### src/rtl/uart_rx_fifo.sv
// Oversampling RS232C receiver with glitch-filtered start detection, parity/framing
// checks and a show-ahead receive FIFO exposed through a valid/ready handshake.
module uart_rx_fifo #(
  parameter int unsigned CLK_PER_BIT = 5,
  parameter int unsigned DATA_BITS   = 8,
  parameter int unsigned PARITY      = 0,
  parameter int unsigned STOP_BITS   = 1,
  parameter int unsigned FIFO_DEPTH  = 4
) (
  input  logic                 CLK,
  input  logic                 RST_X,
  input  logic                 RXD,
  output logic [DATA_BITS-1:0] DATA,
  output logic                 VALID,
  input  logic                 READY,
  output logic                 PARITY_ERR,
  output logic                 FRAME_ERR,
  output logic                 OVERRUN,
  output logic                 BUSY
);

  localparam int unsigned TW = $clog2(CLK_PER_BIT);
  localparam int unsigned BW = $clog2(DATA_BITS);
  localparam int unsigned PW = $clog2(FIFO_DEPTH);
  localparam int unsigned CW = $clog2(FIFO_DEPTH + 1);
  localparam logic [TW-1:0] HALF_M1 = TW'(CLK_PER_BIT / 2 - 1);
  localparam logic [TW-1:0] BIT_END = TW'(CLK_PER_BIT - 1);

  typedef enum logic [2:0] {
    S_IDLE, S_START, S_DATA, S_PARITY, S_STOP, S_BREAK
  } state_t;

  state_t               state_q, state_d;
  logic                 rx_meta_q, rxs_q;
  logic [TW-1:0]        timer_q, timer_d;
  logic [BW-1:0]        bitcnt_q, bitcnt_d;
  logic                 stopcnt_q, stopcnt_d;
  logic [DATA_BITS-1:0] shreg_q, shreg_d;
  logic                 perr_q, perr_d;
  logic                 ferr_q, ferr_d;
  logic                 push_req, perr_pulse_d, ferr_pulse_d;
  logic                 perr_pulse_q, ferr_pulse_q, overrun_q;
  logic                 par;

  logic [DATA_BITS-1:0] mem_q [FIFO_DEPTH];
  logic [PW-1:0]        wr_ptr_q, rd_ptr_q;
  logic [CW-1:0]        count_q;
  logic                 full, pop, push;

  always_comb begin
    state_d      = state_q;
    timer_d      = timer_q + TW'(1);
    bitcnt_d     = bitcnt_q;
    stopcnt_d    = stopcnt_q;
    shreg_d      = shreg_q;
    perr_d       = perr_q;
    ferr_d       = ferr_q;
    push_req     = 1'b0;
    perr_pulse_d = 1'b0;
    ferr_pulse_d = 1'b0;
    par          = ^{shreg_q, rxs_q};
    unique case (state_q)
      S_IDLE: begin
        timer_d   = '0;
        bitcnt_d  = '0;
        stopcnt_d = 1'b0;
        perr_d    = 1'b0;
        ferr_d    = 1'b0;
        if (!rxs_q) state_d = S_START;
      end
      S_START: begin
        if (timer_q == HALF_M1) begin
          timer_d = '0;
          state_d = rxs_q ? S_IDLE : S_DATA;
        end
      end
      S_DATA: begin
        if (timer_q == BIT_END) begin
          timer_d  = '0;
          shreg_d  = {rxs_q, shreg_q[DATA_BITS-1:1]};
          bitcnt_d = bitcnt_q + BW'(1);
          if (bitcnt_q == BW'(DATA_BITS - 1))
            state_d = (PARITY != 0) ? S_PARITY : S_STOP;
        end
      end
      S_PARITY: begin
        if (timer_q == BIT_END) begin
          timer_d = '0;
          perr_d  = (PARITY == 1) ? ~par : par;
          state_d = S_STOP;
        end
      end
      S_STOP: begin
        if (timer_q == BIT_END) begin
          timer_d   = '0;
          ferr_d    = ferr_q | ~rxs_q;
          stopcnt_d = stopcnt_q + 1'b1;
          if (stopcnt_q == 1'(STOP_BITS - 1)) begin
            // framing beats parity: exactly one outcome per character
            if (ferr_d) begin
              ferr_pulse_d = 1'b1;
              state_d      = S_BREAK;
            end else if (perr_q) begin
              perr_pulse_d = 1'b1;
              state_d      = S_IDLE;
            end else begin
              push_req = 1'b1;
              state_d  = S_IDLE;
            end
          end
        end
      end
      S_BREAK: begin
        timer_d = '0;
        if (rxs_q) state_d = S_IDLE;
      end
      default: state_d = S_IDLE;
    endcase
  end

  assign full  = (count_q == CW'(FIFO_DEPTH));
  assign pop   = (count_q != '0) && READY;
  // a pop in the same cycle frees the slot, so a full FIFO still accepts the push
  assign push  = push_req && (!full || pop);

  always_ff @(posedge CLK) begin
    if (!RST_X) begin
      state_q      <= S_IDLE;
      rx_meta_q    <= 1'b1;
      rxs_q        <= 1'b1;
      timer_q      <= '0;
      bitcnt_q     <= '0;
      stopcnt_q    <= 1'b0;
      shreg_q      <= '0;
      perr_q       <= 1'b0;
      ferr_q       <= 1'b0;
      perr_pulse_q <= 1'b0;
      ferr_pulse_q <= 1'b0;
      overrun_q    <= 1'b0;
      wr_ptr_q     <= '0;
      rd_ptr_q     <= '0;
      count_q      <= '0;
      for (int unsigned i = 0; i < FIFO_DEPTH; i++) mem_q[i] <= '0;
    end else begin
      state_q      <= state_d;
      rx_meta_q    <= RXD;
      rxs_q        <= rx_meta_q;
      timer_q      <= timer_d;
      bitcnt_q     <= bitcnt_d;
      stopcnt_q    <= stopcnt_d;
      shreg_q      <= shreg_d;
      perr_q       <= perr_d;
      ferr_q       <= ferr_d;
      perr_pulse_q <= perr_pulse_d;
      ferr_pulse_q <= ferr_pulse_d;
      overrun_q    <= push_req && full && !pop;
      if (push) begin
        mem_q[wr_ptr_q] <= shreg_q;
        wr_ptr_q        <= wr_ptr_q + PW'(1);
      end
      if (pop) rd_ptr_q <= rd_ptr_q + PW'(1);
      count_q <= count_q + CW'(push) - CW'(pop);
    end
  end

  assign DATA       = mem_q[rd_ptr_q];
  assign VALID      = (count_q != '0);
  assign PARITY_ERR = perr_pulse_q;
  assign FRAME_ERR  = ferr_pulse_q;
  assign OVERRUN    = overrun_q;
  assign BUSY       = (state_q != S_IDLE);

endmodule

### config.mk
export PLATFORM = sky130hd
export DESIGN_NAME = uart_rx_fifo
export DESIGN_NICKNAME = d
export VERILOG_FILES = /design/src/rtl/uart_rx_fifo.sv
export SDC_FILE = /design/constraint.sdc
export NUM_CORES = 1
export LEC_CHECK = 0
export CAP_MARGIN = 15
export CORE_UTILIZATION = 25
export CTS_CLUSTER_DIAMETER = 50
export DETAILED_ROUTE_END_ITERATION = 10
export HOLD_SLACK_MARGIN = 0.02
export SYNTH_ARGS = -nofsm -noshare
export SYNTH_HDL_FRONTEND = slang
export SYNTH_SLANG_ARGS = --single-unit
export TNS_END_PERCENT = 5
### constraint.sdc
create_clock -name CLK -period 6.21 [get_ports CLK]
set_input_delay 0.621 -clock CLK [delete_from_list [all_inputs] [get_ports CLK]]
set_output_delay 0.621 -clock CLK [all_outputs]
set_load 0.02 [all_outputs]
**Yosys cells after proc, flatten, opt, wreduce, memory -nomap -nowiden**

Memories as Yosys holds them, arrays and structs flattened. A register that Yosys moved wholly into a read port is not among the register bits.
Cells that the tools add are included.

- Flip-flop bits (word level): 32
- Output and inout bits: 13
- Bits of input ports: 4
- Bits in writable memories: 32
- Word-level logic and storage cells: 107
- Memories: 1

Memory list:

| memory | words | bits a word | read ports | clocked after Yosys merged registers in | wr ports | RTL line | source |
|---|---|---|---|---|---|---|---|
| mem_q | 4 | 8 | 1 | 1 | 4 | 45 | `logic [DATA_BITS-1:0] mem_q [FIFO_DEPTH];` |

- Equality and inequality tests: 17
- Reduce and logical (&&, ||, !) cells: 24
- Bitwise logic cells: 5
- $add $sub $neg: 7
- Multiplexer cells: 38

Operators with widths:

| kind | number |
|---|---|
| 3-bit 2-to-1 mux | 12 |
| 3-bit one-hot mux with 6 select lines | 1 |
| 2-bit != test (second input constant) | 8 |
| 3-bit equality test (second input constant) | 5 |
| 1-bit 2-to-1 mux | 15 |
| 3-bit one-hot mux with 3 select lines | 1 |
| 9-bit parity | 1 |
| 2-bit 2-to-1 mux | 4 |
| 8-bit 2-to-1 mux | 1 |
| 2-bit AND reduction | 4 |
| 8-bit AND reduction | 1 |
| 8-bit OR reduction | 1 |
| 3-bit by 1-bit adder with 3-bit output (second input constant) | 2 |
| 3-bit by 1-bit equality test with 1-bit output (second input constant) | 2 |
| 3-bit by 2-bit equality test with 1-bit output (second input constant) | 2 |
| 1-bit one-hot mux with 2 select lines | 3 |
| 3-bit one-hot mux with 2 select lines | 1 |
| 2-bit nonzero test | 3 |
| 3-bit nonzero test | 2 |
| 5-bit OR reduction | 1 |
| 2-bit by 1-bit adder with 2-bit output (second input constant) | 2 |
| 1-bit logical AND | 4 |
| 1-bit NOT | 4 |
| 4-bit OR reduction | 1 |
| other kinds (9) | 10 |

**Logic depth before layout (Yosys ltp)**

- Word-level depth: 12
- Depth in mapped cells: 12
- Mapped depth without buffers: 12

**Worst setup path before layout**

Ideal clock, no wire load.

- Kind: reg-to-reg
- Start: register timer_q[0]
- End: register count_q[2]
- Stages on the path, launching flop included: 13
- Arrival time: 2.368 ns
- Path slack: 3.727 ns
- Data required time: 6.095 ns
- Period minus slack after synthesis: 2.483 ns
- Buffers on the path: 0
- Cells stage by stage: dfxtp_1 > inv_1 > ha_1 > nand2_1 > nor4_4 > nand2_1 > ha_1 > inv_1 > ha_1 > fa_1 > xnor2_1 > xnor2_1 > and2_1

- Word-level cells in the longest chain between the ends: 6

RTL lines:

| item | RTL line | source |
|---|---|---|
| start, declared | 35 | `logic [TW-1:0] timer_q, timer_d;` |
| start signal, assigned | 148 | `timer_q <= timer_d;` |
| 3-bit equality test | 94 | `if (timer_q == BIT_END) begin` |
| 1-bit 2-to-1 mux | 94 |  |
| 1-bit 2-to-1 mux | 62 | `unique case (state_q)` |
| 1-bit logical AND | 124 | `assign push = push_req && (!full \|\| pop);` |
| 3-bit by 1-bit adder with 3-bit output | 162 | `count_q <= count_q + CW'(push) - CW'(pop);` |
| 3-bit by 1-bit subtractor with 3-bit output | 162 |  |
| end signal, assigned | 162 |  |
| end, declared | 47 | `logic [CW-1:0] count_q;` |

Every way passes these cells.
A chain may end at the register's enable or synchronous reset.

**Worst setup path after layout**

- Start: input READY
- End: register count_q[2]

- Word-level cells in the longest chain between the ends: 5

RTL lines:

| item | RTL line | source |
|---|---|---|
| start, declared | 15 | `input logic READY,` |
| 1-bit logical AND * | 122 | `assign pop = (count_q != '0) && READY;` |
| 1-bit logical OR | 124 |  |
| 1-bit logical AND | 124 |  |
| 3-bit by 1-bit adder with 3-bit output | 162 |  |
| 3-bit by 1-bit subtractor with 3-bit output * | 162 |  |

Mark *: on every way between the ends. The rest lies on a longest branch, timed or not.

==> impl_metrics.json <==
{
  "grtUsageMet1_pct": 12.3,
  "worst_hold_path.endpoint": "rxs_q",
  "pin_count": 17,
  "ys_seq_elements": 66,
  "status": "finished, violations left",
  "diodes": 0,
  "dp.cells": 416,
  "drv_cap": 0,
  "tightest_slew_ps": 1060,
  "die-area_sq_mm": 0.0126,
  "finalCriticalPeriod_ps": 2790,
  "cts_resized": 0,
  "hold_depth": 1,
  "detail-route-antenna-nets": 0,
  "synthArstFlopShare_pct": 0,
  "critPathSlowestCell": "clkdlybuf4s50_1",
  "power_density_mw_per_mm2": 333,
  "cp.buffers_inverters": 2,
  "gp_congestion": 0.748,
  "ctsHoldBuffers": 0,
  "ys.flop_type": "dfxtp_1",
  "worst_clock_skew_ps": 6.89,
  "drt_wl_total_microns": 5290,
  "crit_cells": 11,
  "crit_arrival_ps": 3010,
  "io_buffers": 16,
  "maxSlewViolCount": 0,
  "vias_per_cell": 4.32,
  "grtUsageTotal_pct": 9.45,
  "cts_max_level": 3,
  "cts_tree": "done",
  "antenna_found_initial": 0,
  "grt-ovfl-total": 0,
  "avgSynthCellArea_sq_um": 11.3,
  "layout-drive-gt1-share_pct": 11.0,
  "grt_pass1_wl_microns": 9210,
  "die_w_microns": 112,
  "holdWs_ps": 416,
  "worst_path_dominant_cell_family": "adder cells",
  "syn_area_sq_mm": 0.00303,
  "tns_ps": 0,
  "final_common_cell": "and2_1",
  "numCtsBuffers": 9,
  "required_ps": 6430,
  "critPathCaptureType": "register",
  "slew_headroom_pct": 28.8,
  "grt_max_degree": 37,
  "fmax_ghz": 0.358,
  "yosysSeqAreaShare_pct": 54.1,
  "fin_crit_sh_pct": 44.9,
  "clockBufferDepth": 2,
  "path_class": "in -> reg",
  "drc": 2,
  "area_growth_pct": 19.9,
  "min_from": "rx_meta_q",
  "coreArea_sq_mm": 0.0116,
  "finalSetupViolCount": 0,
  "layout_common_cells": "and2_1 (43), dfxtp_1 (34), edfxtp_1 (32)",
  "rr_endpoint": "count_q[2]",
  "initialDrtViolationCount": 58,
  "reg2reg_slack_ps": 3480,
  "path_clk_slew_ps": 60,
  "synthCells": 269,
  "finalNonFillerCells": 434,
  "p_leak_nw": 1.27,
  "final_nets": 298,
  "max-vdd-ir-drop_uv": 141,
  "hpwl_microns": 3630,
  "clk_latency_ps": 320,
  "die_y_microns": 112,
  "fillCellCount": 1201,
  "worstPathCellList": "clkdlybuf4s50_1 > nor4b_1 > nor3_1 > nand2_1 > ha_1 > inv_1 > ha_1 > fa_1 > xnor2_1 > xnor2_1 > and2_1",
  "rsz0062_at_grt": "false",
  "synth_edf_count": 32,
  "use_met3_pct": 3.35,
  "synthesis.nets": 281,
  "hp-class": "reg -> reg",
  "rows": 39,
  "via_count": 1874,
  "initial_core_util_pct": 26.1,
  "grt_util_met2_pct": 14.3,
  "cp_slowest_stage_delay_ps": 460,
  "ys_warn_count": 0,
  "firstDrtPassIters": 7,
  "cp_max_fo": 4,
  "clockRootBuffer": "clkbuf_16",
  "rr_worst_depth": 12,
  "first_global_vias": 1820,
  "clock-sinks": 66,
  "hold_viol": 0,
  "crit_path_start_kind": "input port",
  "post_cts_buffers": 0,
  "ys_types": 40,
  "violations": "design-rule violations",
  "busiest_layer": "met2",
  "routedWlPerCell_microns": 12.2,
  "reg2reg_from": "timer_q[0]"
}
## logic make-up (layout without fill, tap and decap cells)
logic type | count (synthesis) | after routing | share of synthesized area (%)
compound gates | 33 | 33 | 7.26
xor+xnor | 15 | 15 | 4.33
fa+ha+maj | 8 | 8 | 3.55
buf+inv | 24 | 46 | 3.26
flops | 66 | 66 | 54.1
mux | 9 | 9 | 6.27
simple gates | 114 | 114 | 21.2
## metal layers
metal / part of all wire (%) / vias to the layer above / wire length [microns]
met2: 46 / 28 / 2450
li1: - / 960 / -
met4: 1.1 / 0 / 58
met3: 3.5 / 4 / 184
met1: 49 / 882 / 2600
met5: 0 / - / 0
## synth_stat cells, types with 2 or more instances
| cell type | n | area, sq um |
|---|---|---|
| nor3_1 | 3 | 15.0 |
| nor2_1 | 11 | 41.3 |
| inv_1 | 11 | 41.3 |
| nor3_2 | 2 | 20.0 |
| dfxtp_1 | 34 | 681 |
| nor2b_1 | 3 | 18.8 |
| a21oi_1 | 5 | 25.0 |
| nand3_1 | 6 | 30.0 |
| edfxtp_1 | 32 | 961 |
| buf_2 | 3 | 15.0 |
| or3_1 | 3 | 18.8 |
| mux4_2 | 8 | 180 |
| nand2b_1 | 11 | 68.8 |
| and2_1 | 43 | 269 |
| a21boi_0 | 12 | 90.1 |
| clkbuf_1 | 6 | 22.5 |
| xnor2_1 | 13 | 114 |
| nand2_1 | 25 | 93.8 |
| xor2_1 | 2 | 17.5 |
| buf_1 | 2 | 7.51 |
| ha_1 | 7 | 87.6 |
| o22ai_1 | 3 | 18.8 |
| o21ai_0 | 7 | 35.0 |
## stage by stage
step | total power [mW] | util (%) | instance area [sq um] | worst slack (ps)
global placement | 0.717 | 28.6 | 3320 | 3150
finish | 1.21 | 31.3 | 3640 | 3420
CTS | 1.23 | 31.2 | 3630 | 3400
global route | 1.27 | 31.3 | 3640 | 3200
floorplan | 0.653 | - | 3030 | 3730
detailed placement | 0.719 | 28.6 | 3320 | 3050
## registers in the layout, indices dropped and copies added, names as in the netlist, named ones only
| name | count |
|---|---|
| bitcnt_q | 3 |
| rd_ptr_q | 2 |
| rx_meta_q | 1 |
| OVERRUN | 1 |
| ferr_q | 1 |
| rxs_q | 1 |
| wr_ptr_q | 2 |
| perr_q | 1 |
| shreg_q | 8 |
| mem_q | 32 |
| FRAME_ERR | 1 |
| count_q | 3 |
| stopcnt_q | 1 |
| PARITY_ERR | 1 |
| state_q | 3 |
| timer_q | 3 |
## worst max-delay path by stage
stage / slack, ps / to / startpoint
finish: 3420 / count_q[2] / READY
global placement: 3150 / count_q[2] / READY
floorplan: 3730 / count_q[2] / timer_q[0]
CTS: 3400 / mem_q[1][0] / READY
detailed placement: 3050 / mem_q[1][7] / READY
global route: 3200 / count_q[2] / READY
## layout make-up
class	instances	area [sq um]	area share, %
Multi-Input combinational cell	179	1290	35.6
Clock buffer	9	225	6.19
Clock inverter	7	77.6	2.13
Sequential cell	66	1640	45.1
Inverter	11	41.3	1.13
Tap cell	143	179	4.92
Timing Repair Buffer	19	180	4.95
## power by group
group	switching, mW	total, mW	internal (mW)
clock network	0.191	0.505	0.314
registers	0.0294	0.511	0.482
logic	0.0837	0.195	0.111
No activity file was read; power rests on OpenSTA's default activity.
